==> src/rtl/if_fetch_unit.sv <==
// Instruction fetch stage: issues word-aligned PCs to instruction memory, buffers
// {pc,inst} responses in a small FIFO and hands them to decode; redirects flush stale data.
module if_fetch_unit #(
    parameter logic [31:0] RESET_PC   = 32'h0000_0000,
    parameter int          FIFO_DEPTH = 2
) (
    input  logic        clk,
    input  logic        rst_n,
    input  logic        jump_en_i,
    input  logic [31:0] jump_addr_i,
    output logic [31:0] pc_o,
    output logic        pc_valid_o,
    input  logic        pc_ready_i,
    input  logic [31:0] inst_i,
    input  logic        inst_valid_i,
    output logic [31:0] inst_o,
    output logic [31:0] inst_pc_o,
    output logic        inst_valid_o,
    input  logic        inst_ready_i
);
    localparam int PW = $clog2(FIFO_DEPTH);
    localparam int CW = PW + 1;

    logic [31:0]   pc_q;
    logic          run_q;
    logic          epoch_q;
    logic          inflight_q;
    logic          inflight_epoch_q;
    logic [31:0]   inflight_pc_q;
    logic [31:0]   fifo_pc   [FIFO_DEPTH];
    logic [31:0]   fifo_inst [FIFO_DEPTH];
    logic [PW-1:0] wr_ptr_q;
    logic [PW-1:0] rd_ptr_q;
    logic [CW-1:0] count_q;
    logic [CW:0]   occupancy;
    logic          fire;
    logic          push;
    logic          pop;

    // Count the in-flight request as occupied so every response is guaranteed a slot.
    assign occupancy    = {1'b0, count_q} + {{CW{1'b0}}, inflight_q};
    assign pc_valid_o   = run_q && !jump_en_i && (occupancy < (CW+1)'(FIFO_DEPTH));
    assign pc_o         = pc_q;
    assign fire         = pc_valid_o && pc_ready_i;
    assign push         = inflight_q && inst_valid_i && (inflight_epoch_q == epoch_q);
    assign inst_valid_o = (count_q != '0);
    assign pop          = inst_valid_o && inst_ready_i;
    assign inst_o       = fifo_inst[rd_ptr_q];
    assign inst_pc_o    = fifo_pc[rd_ptr_q];

    always_ff @(posedge clk or negedge rst_n) begin
        if (!rst_n) begin
            pc_q             <= RESET_PC;
            run_q            <= 1'b0;
            epoch_q          <= 1'b0;
            inflight_q       <= 1'b0;
            inflight_epoch_q <= 1'b0;
            inflight_pc_q    <= '0;
            wr_ptr_q         <= '0;
            rd_ptr_q         <= '0;
            count_q          <= '0;
            for (int i = 0; i < FIFO_DEPTH; i++) begin
                fifo_pc[i]   <= '0;
                fifo_inst[i] <= '0;
            end
        end else begin
            run_q      <= 1'b1;
            inflight_q <= fire;
            if (fire) begin
                inflight_pc_q    <= pc_q;
                inflight_epoch_q <= epoch_q;
            end
            // Redirect overrides any push/pop in the same cycle.
            if (jump_en_i) begin
                pc_q     <= jump_addr_i & 32'hFFFF_FFFC;
                epoch_q  <= ~epoch_q;
                wr_ptr_q <= '0;
                rd_ptr_q <= '0;
                count_q  <= '0;
            end else begin
                if (fire) begin
                    pc_q <= pc_q + 32'd4;
                end
                if (push) begin
                    fifo_pc[wr_ptr_q]   <= inflight_pc_q;
                    fifo_inst[wr_ptr_q] <= inst_i;
                    wr_ptr_q            <= wr_ptr_q + PW'(1);
                end
                if (pop) begin
                    rd_ptr_q <= rd_ptr_q + PW'(1);
                end
                if (push && !pop) begin
                    count_q <= count_q + CW'(1);
                end else if (!push && pop) begin
                    count_q <= count_q - CW'(1);
                end
            end
        end
    end
endmodule

==> config.mk <==
export PLATFORM = sky130hd
export DESIGN_NAME = if_fetch_unit
export DESIGN_NICKNAME = d
export VERILOG_FILES = /design/src/rtl/if_fetch_unit.sv
export SDC_FILE = /design/constraint.sdc
export NUM_CORES = 1
export LEC_CHECK = 0
export ABC_CLOCK_PERIOD_IN_PS = 2500
export BUFFER_PORTS_ARGS = -buffer_cell sky130_fd_sc_hd__buf_2
export CAP_MARGIN = 20
export CELL_PAD_IN_SITES_DETAIL_PLACEMENT = 2
export CELL_PAD_IN_SITES_GLOBAL_PLACEMENT = 2
export CORE_MARGIN = 1.5
export CORE_UTILIZATION = 38
export CTS_CLUSTER_SIZE = 20
export DETAILED_ROUTE_END_ITERATION = 10
export HOLD_SLACK_MARGIN = 0.02
export PLACE_DENSITY_LB_ADDON = 0.1
export SLEW_MARGIN = 20
export SYNTH_ARGS = -nofsm -noshare
export SYNTH_HDL_FRONTEND = slang
export SYNTH_SLANG_ARGS = --single-unit
==> constraint.sdc <==
create_clock -name clk -period 2.5 [get_ports clk]
set_input_delay 0.125 -clock clk [delete_from_list [all_inputs] [get_ports clk]]
set_output_delay 0.125 -clock clk [all_outputs]
set_load 0.01 [all_outputs]
==> run summary <==
Sequential area share after synthesis - 52.0%
Post-synth EDFFs - 0
WL final - 26.1 mm
Num Clock Sinks - 192
Status - finished, final reports clean
Pre-CTS setup slack - 0.288 ns
Rows - 56
I/O Pins - 168
DRT antenna net count - 0
CTS max path bufs - 2
Clock Tree Root - clkbuf_16
Max-cap viol count - 0
Final Util - 48.9%
FFs w/ async S/R, synth - 100%
Setup Skew - 0.0158 ns
Critical path endpoint category - flip-flop
Fin crit share - 88.4%
CTS tree - done
Slew @ Worst Pin - 0.887 ns
Pin count of the biggest net entering global routing - 104
Worst EP arrival - 2.58 ns
Synth cell types - 50
Main flop type after synthesis - dfrtp_1
Max Clock Freq - 0.453 GHz
Leak - 5.65 nW
Layout cells sized above 1 - 42.9%
Setup TNS - 0 ns
DP Cell Count - 1166
Routed len/inst - 20.7 µm
Gr ovfl total - 0
Postcts setup bufs - 0
RePlAce Congestion - 0.775
Yosys warns - 0
CP max FO - 8
Syn Area/Cell - 13.0 µm²
Clock latency on the worst-skew pair - 0.43 ns
Nets - 1000
Area after DPL - 10300 µm²
Pwr/cell area - 851 nW/µm²
Vias in the first global route - 7393
Core outline area - 23700 µm²
Gr usage total - 21.4%
Area grow syn2layout - 25.3%
Critical Path RT - 2.87 ns
Final min period - 2.21 ns
Critical path class - flip-flop to flip-flop
Num CTS Buffers - 17
Die W - 159 µm
Detailed Place HPWL - 16.9 mm
Max_slew headroom - 40.9%
DR iter-0 viols - 248
Via count - 6476
Final slew viol count - 0
Routed vias/inst - 5.14
PortBufs - 161
Hold slack - 0.0560 ns
Final Cell Area - 11600 µm²
Tightest Hold Check Type - input port to flip-flop
Die span in y - 159 µm
#FFs+latches synth - 192
Setup Viol. Count Final - 0
Syn Inst Count - 713
Fin cells - 1260
Synthesized area - 9230 µm²
Worst VDD drop - 0.000348 V
Final worst slack - 0.291 ns
Global-route wire length before repair - 42.5 mm
Power, Total - 9.84 mW
Number of remaining DRC errors - 0
Antenna diodes - 0
Unrepaired setup endpoints after global routing - no
DIE AREA - 25200 µm²
Clock-pin slew on the worst setup and hold paths - 0.08 ns
Initial Util - 39.0%
Final hold vios - 0
Router iterations before antenna repair - 4
CP Launch Type - flip-flop
H-Tree Depth - 4
Initial antenna violation count - 0
## cells in the mapped netlist, drive strengths merged (6+ instances only)
| library cell | count | share of area, % |
|---|---|---|
| mux2 | 186 | 28 |
| nor2 | 22 | 0.89 |
| o311ai | 11 | 1.0 |
| nor2b | 6 | 0.41 |
| dfrtp | 192 | 52 |
| and3 | 7 | 0.49 |
| nand2 | 117 | 4.8 |
| o21ai | 29 | 1.6 |
| inv | 8 | 0.33 |
| buf | 33 | 3.5 |
| clkbuf | 15 | 0.61 |
| nand4 | 12 | 0.81 |
| nand3 | 16 | 0.87 |
## layout make-up
cell class	instances	area (µm²)
Clock buffer	20	457
Multi-Input combinational cell	468	4040
Fill cell	2366	12100
Sequential cell	192	4810
Inverter	8	30.0
Timing Repair Buffer	242	1660
Clock inverter	11	178
Tap cell	319	399
## power by group
group          internal, mW  switching (mW)  total [mW]
sequential             3.75           0.493        4.24
combinational          1.51            1.12        2.63
clock                  1.74            1.23        2.97
## critical path, cell delays in order (launching register included)
cell	delay [ns]
dfrtp_1	0.45
ha_1	0.25
nand3_1	0.28
nor3_4	0.47
nand4_1	0.26
or3_1	0.36
nand3_1	0.08
## final timing paths
path,start,endpoint,slack [ns],cells past startpoint
worst min register to register,fifo_pc[16]$_DFFE_PN0P_,fifo_pc[16]$_DFFE_PN0P_,0.51,1
worst max-delay path,pc_o[2]$_DFFE_PN0P_,pc_o[26]$_DFFE_PN0P_,0.29,6
worst max register to register,pc_o[2]$_DFFE_PN0P_,pc_o[26]$_DFFE_PN0P_,0.29,6
min in group asynchronous,rst_n,fifo_inst[55]$_DFFE_PN0P_,0.35,2
max in group asynchronous,rst_n,fifo_inst[6]$_DFFE_PN0P_,1.31,3
worst min-delay path,inst_ready_i,count_q[1]$_DFFE_PN0P_,0.06,4
## registers in the layout (all words and copies together), names as in the netlist
name              cells
count_q               2
inflight_q            1
wr_ptr_q              1
epoch_q               1
pc_o                 30
rd_ptr_q              1
inflight_epoch_q      1
fifo_pc              60
inflight_pc_q        30
fifo_inst            64
run_q                 1
## repair_timing
action | 4_1_cts | 5_1_grt
resized for setup | 0 | 0
hold buffers | 63 | 0
endpoints found under the hold margin | 196 | 0
## placed cells by master (no fill, tap or decap), types with 4 or more instances in the layout
cell           Yosys  routed
buf_4              4      12
conb_1             2       5
mux2_4           120     120
a32oi_1            4       4
bufinv_16          0       4
o21ai_0           29      29
xnor2_1            4       4
dfrtp_1          192     191
a31oi_1            5       5
o311ai_0           8       8
nor2_1            22      21
nor2b_1            6       6
buf_12             7       6
nand4_1           12      12
mux2_2            66      66
buf_2              6     160
o211ai_1           4       4
clkbuf_16          0      17
and3_1             6       6
nand2_1          117     117
nand3_1           16      16
dlygate4sd3_1      0      63
inv_1              7       7
a41oi_1            5       5
## per-layer routing
metal / track usage [%] / routed length [µm] / vias up
met1: 27.4 / 11800 / 3384
met4: 4.46 / 228 / 0
met3: 3.76 / 731 / 19
li1: - / - / 2930
met5: 0 / 0 / -
met2: 37.7 / 13400 / 143
## cells by family after synthesis
kind of cell	count (synthesis)	share of synthesized area, %
buffers and inverters	56	4.40
adder cells (fa/ha/maj)	1	0.135
flip-flops	192	52.0
XOR/XNOR	7	0.664
other	2	0.0813
multiplexers	188	27.8
AO/OA/AOI/OAI	68	5.03
AND/OR/NAND/NOR	199	9.88
Note: power is estimated with default switching activity, not from simulation.
